==> src/rtl/rst_seq_pkg.sv <==
// Shared types and helpers for the reset sequencer.
// FSM encodings and hold-counter preload values.
package rst_seq_pkg;

    typedef enum logic [1:0] {
        ASSERT = 2'd0,
        HOLD   = 2'd1,
        RUN    = 2'd2
    } state_e;

    // The ASSERT->HOLD edge already counts as one held cycle,
    // so the hardware path preloads one less than a software request.
    function automatic int unsigned hold_preload(
        input int unsigned hold_cycles,
        input logic        from_sw
    );
        if (from_sw)
            return hold_cycles - 1;
        else if (hold_cycles > 1)
            return hold_cycles - 2;
        else
            return 0;
    endfunction

endpackage

==> src/rtl/reset_sequencer_if.sv <==
// Software request in, domain reset status out.
// master: sequencer side, slave: consumer side.
interface reset_sequencer_if;

    logic sw_reset_req;
    logic sync_reset;
    logic reset_done;
    logic done_pulse;

    modport master (
        input  sw_reset_req,
        output sync_reset,
        output reset_done,
        output done_pulse
    );

    modport slave (
        output sw_reset_req,
        input  sync_reset,
        input  reset_done,
        input  done_pulse
    );

endinterface

==> src/rtl/reset_sync_chain.sv <==
// Async-assert / sync-deassert reset synchroniser.
// Reusable in any clock domain; output is the last stage.
module reset_sync_chain #(
    parameter int SYNC_STAGES = 2
) (
    input  logic clk,
    input  logic async_reset_n,
    output logic rst_sync
);

    logic [SYNC_STAGES-1:0] chain;

    always_ff @(posedge clk or negedge async_reset_n) begin
        if (!async_reset_n)
            chain <= '0;
        else
            chain <= {chain[SYNC_STAGES-2:0], 1'b1};
    end

    assign rst_sync = chain[SYNC_STAGES-1];

endmodule

==> src/rtl/reset_sequencer.sv <==
// Domain reset sequencer: synchronised release, programmable hold,
// software reset requests and a done pulse, all outputs registered.
module reset_sequencer #(
    parameter  int SYNC_STAGES = 2,
    parameter  int HOLD_CYCLES = 16,
    localparam int CNT_W       = $clog2(HOLD_CYCLES + 1)
) (
    input  logic               clk,
    input  logic               async_reset_n,
    reset_sequencer_if.master  rif
);

    import rst_seq_pkg::*;

    localparam logic [CNT_W-1:0] LOAD_HW =
        CNT_W'(hold_preload(HOLD_CYCLES, 1'b0));
    localparam logic [CNT_W-1:0] LOAD_SW =
        CNT_W'(hold_preload(HOLD_CYCLES, 1'b1));

    state_e           state;
    state_e           state_n;
    logic [CNT_W-1:0] cnt;
    logic [CNT_W-1:0] cnt_n;
    logic             rst_sync;
    logic             sync_reset_q;
    logic             reset_done_q;
    logic             done_pulse_q;

    reset_sync_chain #(
        .SYNC_STAGES (SYNC_STAGES)
    ) u_sync (
        .clk           (clk),
        .async_reset_n (async_reset_n),
        .rst_sync      (rst_sync)
    );

    always_comb begin
        state_n = state;
        cnt_n   = cnt;
        case (state)
            ASSERT: begin
                if (rst_sync) begin
                    if (HOLD_CYCLES == 1) begin
                        state_n = RUN;
                    end else begin
                        state_n = HOLD;
                        cnt_n   = LOAD_HW;
                    end
                end
            end
            HOLD: begin
                if (rif.sw_reset_req)
                    cnt_n = LOAD_SW;
                else if (cnt == '0)
                    state_n = RUN;
                else
                    cnt_n = cnt - 1'b1;
            end
            RUN: begin
                if (rif.sw_reset_req) begin
                    state_n = HOLD;
                    cnt_n   = LOAD_SW;
                end
            end
            default: begin
                state_n = ASSERT;
                cnt_n   = '0;
            end
        endcase
    end

    // Outputs are derived from the next state so they change
    // on the same edge as the FSM, straight from flops.
    always_ff @(posedge clk or negedge async_reset_n) begin
        if (!async_reset_n) begin
            state        <= ASSERT;
            cnt          <= '0;
            sync_reset_q <= 1'b1;
            reset_done_q <= 1'b0;
            done_pulse_q <= 1'b0;
        end else begin
            state        <= state_n;
            cnt          <= cnt_n;
            sync_reset_q <= (state_n != RUN);
            reset_done_q <= (state_n == RUN);
            done_pulse_q <= (state_n == RUN) && (state != RUN);
        end
    end

    assign rif.sync_reset = sync_reset_q;
    assign rif.reset_done = reset_done_q;
    assign rif.done_pulse = done_pulse_q;

endmodule
==> src/flat_wrapper.sv <==
// flat-port wrapper written by rule: the top's interface ports become plain ports
module reset_sequencer_flat import rst_seq_pkg::*;
#(
    parameter  int SYNC_STAGES = 2,
    parameter  int HOLD_CYCLES = 16,
    localparam int CNT_W       = $clog2(HOLD_CYCLES + 1)
)
  (clk, async_reset_n, rif_sw_reset_req, rif_sync_reset, rif_reset_done, rif_done_pulse);
  reset_sequencer_if rif_i ();
  input  logic clk;
  input  logic async_reset_n;
  input wire logic [$bits(rif_i.sw_reset_req)-1:0] rif_sw_reset_req;
  output wire logic [$bits(rif_i.sync_reset)-1:0] rif_sync_reset;
  output wire logic [$bits(rif_i.reset_done)-1:0] rif_reset_done;
  output wire logic [$bits(rif_i.done_pulse)-1:0] rif_done_pulse;
  assign rif_i.sw_reset_req = rif_sw_reset_req;
  assign rif_sync_reset = rif_i.sync_reset;
  assign rif_reset_done = rif_i.reset_done;
  assign rif_done_pulse = rif_i.done_pulse;
  reset_sequencer #(.SYNC_STAGES(SYNC_STAGES), .HOLD_CYCLES(HOLD_CYCLES)) u_core (.clk(clk), .async_reset_n(async_reset_n), .rif(rif_i));
endmodule
==> config.mk <==
export PLATFORM = sky130hd
export DESIGN_NAME = reset_sequencer_flat
export DESIGN_NICKNAME = d
export VERILOG_FILES = /design/src/rtl/rst_seq_pkg.sv /design/src/rtl/reset_sequencer_if.sv /design/src/rtl/reset_sync_chain.sv /design/src/rtl/reset_sequencer.sv /design/src/flat_wrapper.sv
export SDC_FILE = /design/constraint.sdc
export NUM_CORES = 1
export LEC_CHECK = 0
export ABC_AREA = 1
export BUFFER_PORTS_ARGS = -buffer_cell sky130_fd_sc_hd__clkbuf_2
export CORE_UTILIZATION = 35
export CTS_BUF_LIST = sky130_fd_sc_hd__clkbuf_16
export CTS_CLUSTER_DIAMETER = 200
export DETAILED_ROUTE_END_ITERATION = 8
export SYNTH_ARGS = -nofsm -noshare
export SYNTH_HDL_FRONTEND = slang
export SYNTH_SLANG_ARGS = --single-unit
==> constraint.sdc <==
create_clock -name clk -period 1.4 [get_ports clk]
set_clock_uncertainty 0.1 [all_clocks]
set_input_delay 0.07 -clock clk [delete_from_list [all_inputs] [get_ports clk]]
set_output_delay 0.07 -clock clk [all_outputs]
set_load 0.02 [all_outputs]
# Yosys cells after proc, flatten, opt, wreduce, memory -nomap -nowiden
# Cells that the tools add are included.
[totals]
elab_cells = 29
ff_bits = 12
input_bits = 3
[classes]
mux = 10
reduce_logical = 4
add_sub_neg = 1
eq_ne = 8
[op_table]
columns = ["cell", "count"]
rows = [
  ["$mux W5", 4],
  ["$pmux W5 S3", 1],
  ["$mux W2", 4],
  ["$ne A2 B2 Y1 const B", 4],
  ["$pmux W2 S3", 1],
  ["$logic_not A5 Y1", 1],
  ["$sub A5 B1 Y5 const B", 1],
  ["$eq A2 B2 Y1 const B", 2],
  ["$ne A3 B3 Y1 const B", 1],
  ["$reduce_and A3 Y1", 1],
  ["$eq A2 B1 Y1 const B", 1],
  ["$logic_not A2 Y1", 1],
  ["$logic_and A1 B1 Y1", 1],
]

# Logic depth before layout (Yosys ltp)
# Gate-level depths: netlist of run 1.
[depth]
depth_word = 6
mapped_depth = 9
ltp_nobuf = 8

# Hierarchy
# Synthesis of run 1 repeated with hierarchy kept, for this count alone.
[hier_totals]
cells_unflattened = 86
area_unflattened_um2 = 634.4
[by_module_without_submodules]
columns = ["mod", "instances", "area_per_inst_um2", "cells_per_inst"]
rows = [
  ["reset_sequencer", 1, 580.6, 83],
  ["reset_sync_chain", 1, 53.8, 3],
]

# Least setup slack after synthesis of run 1
# Ideal clock, no wire load.
[synth_timing]
path_kind = "register -> register"
start = "register u_core.cnt[0]"
end = "register u_core.state[0]"
path_stages_with_launch = 8
setup_slack_ns = 0.148
t_required_ns = 1.176
arrival_ns = 1.028
setup_ns = 0.124
cell_sequence = "dfrtp_1 > inv_1 > ha_1 > nand3_1 > inv_2 > nand2_1 > nand3_1 > nand3_1"
[synth_between]
elab_chain_len = 4
[synth_lines]
columns = ["element", "line", "rtl"]
rows = [
  ["from (decl)", "reset_sequencer.sv:22", "logic [CNT_W-1:0] cnt;"],
  ["from (signal assigned)", "reset_sequencer.sv:83", "cnt <= cnt_n;"],
  ["$logic_not A5 Y1", "reset_sequencer.sv:54", "else if (cnt == '0)"],
  ["$mux W2", "reset_sequencer.sv:54", ""],
  ["$mux W2", "reset_sequencer.sv:52", "if (rif.sw_reset_req)"],
  ["$pmux W2 S3", "reset_sequencer.sv:40", "case (state)"],
  ["net u_core.state_n[0]", "reset_sequencer.sv:21", "state_e state_n;"],
  ["to (signal assigned)", "reset_sequencer.sv:82", "state <= state_n;"],
  ["to (decl)", "reset_sequencer.sv:20", "state_e state;"],
]
# The timed path passes the listed nets, and every way through them passes these cells.
# A chain may end at the register's enable or synchronous reset.

# Worst setup path after layout of run 1
[layout_timing]
start = "register u_core.cnt[1]"
end = "register u_core.state[0]"
# Same word-level chain as after synthesis.

==> results of run 1 <==
repair_timing:
| action | 4_1_cts | 5_1_grt |
|---|---|---|
| endpoints found under the hold margin | 13 | 0 |
| gates resized for setup | 0 | 4 |
| setup buffers | 0 | 0 |
| hold buffers | 2 | 0 |
| setup endpoints to repair | 0 | 5 |
registers in the layout, summed over array words and instances, names as in the netlist:
register,count
u_core.rif.reset_done,1
u_core.u_sync.chain,2
u_core.rif.sync_reset,1
u_core.cnt,5
u_core.rif.done_pulse,1
u_core.state,2
cell usage after synthesis:
master    instances  area share, %
nand2_2           4            4.1
dfrtp_1          11             45
nor2_4            1            1.8
o21ai_1           1           0.81
ha_1              1            2.0
dfstp_2           1            4.3
inv_1             7            4.3
inv_2             6            3.7
o21ai_2           2            2.8
nor2_1            6            3.7
a21oi_1           2            1.6
o21ai_0           4            3.2
nand3_1           5            4.1
nor2_2            1            1.0
nand2_4           1            1.8
buf_6             1            1.8
nand2_1          19             12
nand3b_1          1            1.2
conb_1            1           0.61
nand4_1           1            1.0
cells by family after synthesis:
group | after synthesis | synth area share, %
compound gates | 9 | 8.52
fa+ha+maj | 1 | 2.03
buf+inv | 14 | 9.74
flops | 12 | 48.9
other cells | 1 | 0.608
simple gates | 39 | 30.2
how the worst max path moves through the flow:
stage	slack, ps	start	to
3_3_place_gp	90	u_core.cnt[1]	u_core.cnt[0]
5_1_grt	10	u_core.cnt[1]	u_core.cnt[0]
3_5_place_dp	70	u_core.cnt[1]	u_core.state[0]
4_1_cts	60	u_core.cnt[1]	u_core.state[0]
6_report	70	u_core.cnt[1]	u_core.state[0]
2_1_floorplan	150	u_core.cnt[0]	u_core.state[0]
layout make-up:
| type | count | area (um^2) |
|---|---|---|
| clock buffer | 3 | 75.1 |
| clock inverter | 1 | 3.75 |
| fill | 152 | 808 |
| inverter | 13 | 48.8 |
| multi-input combinational | 50 | 265 |
| sequential | 12 | 303 |
| tap | 16 | 20.0 |
| timing repair buffer | 8 | 52.6 |
worst max-delay path: cells and delay by family (launching register included):
| kind | cells | cell delay (ps) |
|---|---|---|
| buf+inv | 2 | 160 |
| flops | 1 | 390 |
| simple gates | 4 | 360 |
| fa+ha+maj | 1 | 210 |
layout by cell type (no fill, tap or decap), types with 2 or more instances in the layout:
cell and count:
dfrtp_1 10, clkbuf_16 3, clkbuf_2 5, nand2_2 4, nand3_1 4, nor2_2 2, o21ai_2 2, a21oi_1 2
dlygate4sd3_1 2, inv_2 6, nand2_1 19, nor2_1 5, o21ai_0 4, inv_1 7
power by group through the flow:
stage | registers [W] | clock network, W | logic (W)
6_report | 0.000412 | 0.000521 | 0.000176
5_1_grt | 0.000414 | 0.000547 | 0.000193
4_1_cts | 0.000410 | 0.000532 | 0.000170
3_5_place_dp | 0.000415 | 0 | 0.000165
3_3_place_gp | 0.000416 | 0 | 0.000156
2_1_floorplan | 0.000404 | 0 | 0.000126
per-layer routing:
| metal | vias up | global-route usage, % | wire, um |
|---|---|---|---|
| li1 | 255 | - | - |
| met1 | 228 | 15.2 | 487 |
| met2 | 15 | 19.7 | 514 |
| met3 | 5 | 3.75 | 52 |
| met4 | 0 | 9.09 | 32 |
| met5 | - | 0 | 0 |
metrics by stage:
| step | hold slack [ps] | utilization (%) | cell area (um^2) |
|---|---|---|---|
| 6_report | 148 | 48.7 | 768 |
| 5_1_grt | 193 | 48.7 | 768 |
| 4_1_cts | 159 | 48.0 | 757 |
| 3_5_place_dp | -129 | 41.7 | 658 |
| 3_3_place_gp | -129 | 41.7 | 658 |
| 2_1_floorplan | -326 | - | 617 |
==> impl_metrics.tcl, run 1 <==
set metrics [dict create \
    yosysWarnings 0 \
    violations "DRC" \
    numPortBuffers 5 \
    hp-class "input pin to async pin" \
    ant_nets 0 \
    crit_path_start_kind "register" \
    drv_cap 0 \
    grt_overflow 0 \
    syn_inst 76 \
    cts_sinks 12 \
    nets 92 \
    p_sw_share_pct 25.1 \
    place_hpwl_um 801 \
    cts_buffer_depth 2 \
    setup_viol 0 \
    drive_above_1_share_pct 33.3 \
    end_kind "register" \
    final_cells 103 \
    synthesis.area_um2 617 \
    ios 6 \
    die-height_um 44.0 \
    ys_seq_area_share_pct 48.9 \
    arrival_ps 1350 \
    finalPower_w 0.00111 \
    critPathMaxFanout 4 \
    critPathKind "register to register" \
    fin_ws_ps 69.3 \
    core_um2 1580 \
    max-vdd-ir-drop_mv 0.706 \
    crit_top_cell "nand3_1" \
    vias_per_cell 4.88 \
    vias 503 \
    cts.clk_slew.worst_paths_ps 40 \
    cts.htree.levels 1 \
    clock_latency_ps 240 \
    routed_wirelength_um 1090 \
    p_int_w 0.000832 \
    drc 1 \
    grt_pass1_wl_um 1740 \
    pre_cts_slack_ps 73.5 \
    ys_types 20 \
    reg2reg_to "u_core.state[0]" \
    wl_per_cell_um 10.6 \
    avgSynthCellArea_um2 8.12 \
    fp-row-count 14 \
    start_util_pct 39.1 \
    synthesis.nets 80 \
    gp_congestion 0.767 \
    cts_buffers 3 \
    max_freq_mhz 751 \
    p_comb_share_pct 15.9 \
    dp_cells 97 \
    grt.total_usage_pct 12.8 \
    crit_slowest_cell "dfrtp_1" \
    antenna_found_initial 0 \
    reg2reg_slack_ps 70 \
    diodes 0 \
    cts_tree "done" \
    period_share_pct 95.0 \
    critPathMaxStageDelay_ps 390 \
    firstDrtPassIters 6 \
    power_frac_clock_pct 47.0 \
    hold_violations 0 \
    first_global_vias 456 \
    power_frac_seq_pct 37.2 \
    reg2reg_from "u_core.cnt[1]" \
    critical_path_required_ps 1420 \
    synth_seq_cells 12 \
    powerDensity_nw_per_um2 1440 \
    dieArea_um2 1930 \
    grt_max_degree 13 \
    drt_iter0_drc 10 \
    power.leakage_nw 0.404 \
    syn2layout_area_growth_pct 24.5 \
    post-route-min-period_ps 1330 \
    r2r_cells 7 \
    fin_setup_tns_ps 0 \
    rsz0062_at_grt "false" \
    slew_violations 0 \
    outcome "finished with violations" \
    switchingPower_w 0.000278 \
    cts-root-buf "clkbuf_16" \
    die_w_um 44.0 \
    path_cells "inv_1, ha_2, nand3_2, inv_2, nand2_1, nand3_1, nand3_1" \
]
No activity file was read; power rests on OpenSTA's default activity.
==> inputs of run 2 (changes only) <==
--- a/config.mk
+++ b/config.mk
@@ -11,6 +11,7 @@
 export CTS_BUF_LIST = sky130_fd_sc_hd__clkbuf_16
 export CTS_CLUSTER_DIAMETER = 200
 export DETAILED_ROUTE_END_ITERATION = 8
+export RECOVER_POWER = 100
 export SYNTH_ARGS = -nofsm -noshare
 export SYNTH_HDL_FRONTEND = slang
 export SYNTH_SLANG_ARGS = --single-unit
==> run 2 against run 1 <==
The flow now finishes without violations. Fmax is 0.61% higher. Count of clock-buffer cells in the layout is the same. Clock power hardly changed. Highest routed layer unchanged.
==> impl_metrics.tcl, run 2 (synthesis results as in run 1) <==
set metrics [dict create \
    first_global_vias 456 \
    hp-class "register to register" \
    cts_sinks 12 \
    place_hpwl_um 801 \
    cts.htree.levels 1 \
    post-route-min-period_ps 1320 \
    mostFrequentLayoutCell "nand2_1" \
    numPortBuffers 5 \
    powerDensity_nw_per_um2 1470 \
    cts-root-buf "clkbuf_16" \
    power_frac_seq_pct 37.2 \
    dieArea_um2 1930 \
    start_util_pct 39.1 \
    max_freq_mhz 756 \
    wl_per_cell_um 10.6 \
    power.leakage_nw 0.390 \
    post_cts.repair.setup_buffers 0 \
    cts_tree "done" \
    antenna_found_initial 0 \
    largest_reg_flops 5 \
    end_kind "register" \
    p_sw_share_pct 25.1 \
    crit_cells 7 \
    die-height_um 44.0 \
    crit_path_start_kind "register" \
    arrival_ps 1340 \
    tightest_slew_ps 633 \
    pre_cts_slack_ps 73.5 \
    outcome "finished, final reports clean" \
    routed_wirelength_um 1100 \
    cts_buffer_depth 2 \
    crit_top_cell "nand3_1" \
    power_frac_clock_pct 47.1 \
    reg2reg_from "u_core.cnt[1]" \
    grt_pass1_wl_um 1740 \
    rsz0062_at_grt "false" \
    reg2reg_slack_ps 80 \
    cts.clk_slew.worst_paths_ps 40 \
    ios 6 \
    setup_viol 0 \
    clock_latency_ps 240 \
    p_comb_share_pct 15.7 \
    vias_per_cell 4.89 \
    critPathMaxFanout 4 \
    slew_headroom_pct 57.8 \
    slew_violations 0 \
    critical_path_required_ps 1420 \
    nets 92 \
    cts_buffers 3 \
    gp_congestion 0.767 \
    hold_violations 0 \
    max-vdd-ir-drop_mv 0.706 \
    crit_buf_inv 2 \
    path_cells "inv_1, ha_2, nand3_2, inv_2, nand2_1, nand3_1, nand3_1" \
    p_int_w 0.000831 \
    reg_top3 "u_core.cnt (5), u_core.state (2), u_core.u_sync.chain (2)" \
    drive_above_1_share_pct 27.6 \
    grt.total_usage_pct 12.8 \
    fin_setup_tns_ps 0 \
    syn2layout_area_growth_pct 22.5 \
    r2r_cells 7 \
    post-route-util_pct 47.9 \
    critPathKind "register to register" \
    ant_nets 0 \
    grt_overflow 0 \
    firstDrtPassIters 6 \
    die_w_um 44.0 \
    period_share_pct 94.5 \
    vias 504 \
    drc 0 \
    hold_depth 0 \
    crit_slowest_cell "dfrtp_1" \
    fp-row-count 14 \
    final_cell_mix "nand2_1, dfrtp_1, inv_1" \
    largest-register "u_core.cnt" \
    startpoint "u_core.cnt[1]" \
    critPathMaxStageDelay_ps 390 \
    core_um2 1580 \
    drt_iter0_drc 10 \
    switchingPower_w 0.000278 \
    fin_ws_ps 77.4 \
    drv_cap 0 \
    whs_ps 244 \
    path_delay_family "flip-flops" \
    grt_max_degree 13 \
    diodes 0 \
    min_from "u_core.u_sync.chain[0]" \
]
==> run 2: cell count changes in the layout (fill, tap and decap cells not counted) <==
cell | before | now
nand2_4 | 1 | 0
clkbuf_1 | 0 | 4
nand2_1 | 19 | 20
clkbuf_2 | 5 | 1
==> run 2: worst reg2reg max path, delay by kind of cell, from the launching register on <==
| kind | cells | cell delay, ps |
|---|---|---|
| fa+ha+maj | 1 | 210 |
| simple gates | 4 | 350 |
| buf+inv | 2 | 150 |
| flops | 1 | 390 |
==> run 2: worst paths after layout <==
check | end
setup / recovery | u_core.state[0]
hold / removal | u_core.u_sync.chain[1]
setup reg to reg | u_core.state[0]
hold reg to reg | u_core.u_sync.chain[1]
max in group asynchronous | u_core.state[0]
min in group asynchronous | u_core.cnt[4]
==> run 2: layout make-up <==
| cell class | count | area (um^2) |
|---|---|---|
| clock inverter | 1 | 3.75 |
| tap | 16 | 20.0 |
| inverter | 13 | 48.8 |
| clock buffer | 3 | 75.1 |
| fill | 157 | 821 |
| timing repair buffer | 8 | 47.5 |
| sequential | 12 | 303 |
| multi-input combinational | 50 | 258 |
==> run 2: power by group through the flow <==
stage	combinational (W)	sequential (W)	clock, W
after global placement	0.000156	0.000416	0
final	0.000174	0.000412	0.000522
after detailed placement	0.000165	0.000415	0
after global routing	0.000190	0.000414	0.000547
after CTS	0.000170	0.000410	0.000532
after floorplan	0.000126	0.000404	0
==> run 2: metrics by stage <==
stage / total power, W / instances / area, um^2
after floorplan: 0.000530 / 76 / 617
after global placement: 0.000572 / 97 / 658
after detailed placement: 0.000580 / 97 / 658
after CTS: 0.00111 / 103 / 757
after global routing: 0.00115 / 103 / 756
final: 0.00111 / 103 / 756
==> run 2: what timing repair did <==
item | in CTS | in global routing
hold buffers | 2 | 0
endpoints found under the hold margin | 13 | 0
setup endpoints to repair | 0 | 5
gates resized for setup | 0 | 4
==> run 2: per-layer routing <==
metal / wire length, um / track usage [%] / up-vias
li1: - / - / 254
met1: 496 / 15.2 / 231
met2: 521 / 19.7 / 14
met3: 47 / 3.75 / 5
met4: 32 / 9.09 / 0
met5: 0 / 0 / -
==> inputs of run 3 (changes only) <==
--- a/config.mk
+++ b/config.mk
@@ -11,6 +11,7 @@
 export CTS_BUF_LIST = sky130_fd_sc_hd__clkbuf_16
 export CTS_CLUSTER_DIAMETER = 200
 export DETAILED_ROUTE_END_ITERATION = 8
+export PLACE_DENSITY = 0.59
 export RECOVER_POWER = 100
 export SYNTH_ARGS = -nofsm -noshare
 export SYNTH_HDL_FRONTEND = slang
==> run 3 against run 2 <==
Sequential share of layout area down 1.0 points. Final cell count did not move. Critical endpoint is now u_core.cnt[0]. Combinational power increased by 6%. Global-route usage is the same. Largest cell class unchanged. Clock power is 1% lower. Flip-flop and latch count did not move.
==> impl_metrics.tcl, run 3 (synthesis results as in run 1) <==
set metrics [dict create \
    largest-register "u_core.cnt" \
    setup_viol 0 \
    mostFrequentLayoutCell "nand2_1" \
    drv_cap 0 \
    cts_sinks 12 \
    seqCellArea_um2 303 \
    power_frac_clock_pct 46.3 \
    core_um2 1580 \
    crit_path_start_kind "register" \
    first_global_vias 412 \
    ant_nets 0 \
    critPathKind "register to register" \
    cts.clk_slew.worst_paths_ps 40 \
    largest_reg_flops 5 \
    p_comb_share_pct 16.6 \
    tightest_slew_ps 613 \
    nets 92 \
    p_int_w 0.000835 \
    end_kind "register" \
    antenna_found_initial 0 \
    switchingPower_w 0.000277 \
    diodes 0 \
    cts_buffer_depth 2 \
    outcome "finished, final reports clean" \
    wl_per_cell_um 10.8 \
    reg_top3 "u_core.cnt (5), u_core.state (2), u_core.u_sync.chain (2)" \
    final_cells 103 \
    final_cell_mix "nand2_1, dfrtp_1, inv_1" \
    slew_headroom_pct 59.1 \
    cts_buffers 3 \
    routed_wirelength_um 1110 \
    dp_cells 97 \
    die_w_um 44.0 \
    cts_tree "done" \
    cts.htree.levels 1 \
    firstDrtPassIters 5 \
    startpoint "u_core.state[1]" \
    hold_depth 0 \
    period_share_pct 92.9 \
    multi_input_area_um2 278 \
    start_util_pct 39.1 \
    die-height_um 44.0 \
    fp-row-count 14 \
    drt_iter0_drc 10 \
    fin_setup_tns_ps 0 \
    vias 479 \
    ios 6 \
    critical_path_required_ps 1450 \
    max_freq_mhz 769 \
    dpl_cell_area_um2 658 \
    hold_violations 0 \
    grt.total_usage_pct 12.8 \
    drc 0 \
    reg2reg_from "u_core.state[1]" \
    slew_violations 0 \
    power_frac_seq_pct 37.1 \
    grt_pass1_wl_um 1680 \
    vias_per_cell 4.65 \
    n_fill_cell 150 \
    grt_overflow 0 \
    max-vdd-ir-drop_mv 0.723 \
    syn2layout_area_growth_pct 25.8 \
    min_from "u_core.u_sync.chain[0]" \
    fin_ws_ps 100 \
    critPathMaxFanout 4 \
    p_sw_share_pct 24.9 \
    cts-root-buf "clkbuf_16" \
    whs_ps 244 \
    hp-class "register to register" \
    place_hpwl_um 766 \
    powerDensity_nw_per_um2 1430 \
    stdcell_area_um2 776 \
    gp_congestion 0.828 \
    r2r_cells 7 \
    pre_cts_slack_ps 77.6 \
    power.leakage_nw 0.393 \
    dieArea_um2 1930 \
    grt_max_degree 13 \
    drive_above_1_share_pct 28.7 \
    numPortBuffers 5 \
    clock_latency_ps 240 \
    arrival_ps 1350 \
    post-route-min-period_ps 1300 \
]
-- run 3: cell count changes in the layout (fill, tap and decap cells not counted) --
cell,change
ha_2,-1
ha_4,+1
nand2_1,-2
nand2_2,+2
nor2_1,+1
nor2_2,-1
o21ai_2,-1
o21ai_4,+1
-- run 3: layer usage --
layer / GRT usage, % / wire length, um / up-vias
met5: 0 / 0 / -
met4: 9.09 / 46 / 0
met3: 5.00 / 61 / 7
met2: 17.9 / 505 / 10
met1: 16.0 / 498 / 207
li1: - / - / 255
-- run 3: path summary, 6_finish.rpt --
| check | slack [ps] | end |
|---|---|---|
| min in group asynchronous | 260 | u_core.u_sync.chain[0] |
| worst max-delay path | 100 | u_core.cnt[0] |
| max in group asynchronous | 510 | u_core.state[0] |
| worst max register to register | 100 | u_core.cnt[0] |
| worst min-delay path | 240 | u_core.u_sync.chain[1] |
| worst min register to register | 240 | u_core.u_sync.chain[1] |
-- run 3: cell type report --
class / instances / share of cell area [%]
Clock inverter: 1 / 0.484
Tap cell: 16 / 2.58
Multi-Input combinational cell: 50 / 35.8
Timing Repair Buffer: 8 / 6.13
Sequential cell: 12 / 39.0
Inverter: 13 / 6.29
Clock buffer: 3 / 9.68
-- run 3: critical path, stage by stage, from the launching register on --
cell and delay (ps):
dfrtp_1 430, inv_2 120, nor2_4 40, nand2_2 100, nand2_2 70, nor2_1 180
nand2_1 70, o21ai_1 100
-- run 3: power groups by stage --
stage,registers [W],clock network [W],logic (W)
3_3_place_gp,0.000417,0,0.000155
6_report,0.000413,0.000515,0.000184
2_1_floorplan,0.000404,0,0.000126
4_1_cts,0.000411,0.000529,0.000163
3_5_place_dp,0.000416,0,0.000157
5_1_grt,0.000419,0.000540,0.000204
-- run 3: per-stage QoR --
step           utilization [%]  power (W)
4_1_cts                   48.0    0.00110
3_5_place_dp              41.7   0.000573
6_report                  49.2    0.00111
3_3_place_gp              41.7   0.000572
2_1_floorplan                -   0.000530
5_1_grt                   49.2    0.00116
-- run 3: repair_timing --
item	4_1_cts	5_1_grt
hold buffers	2	0
setup buffers	0	0
setup endpoints to repair	0	6
resized for setup	0	6
endpoints found under the hold margin	13	0
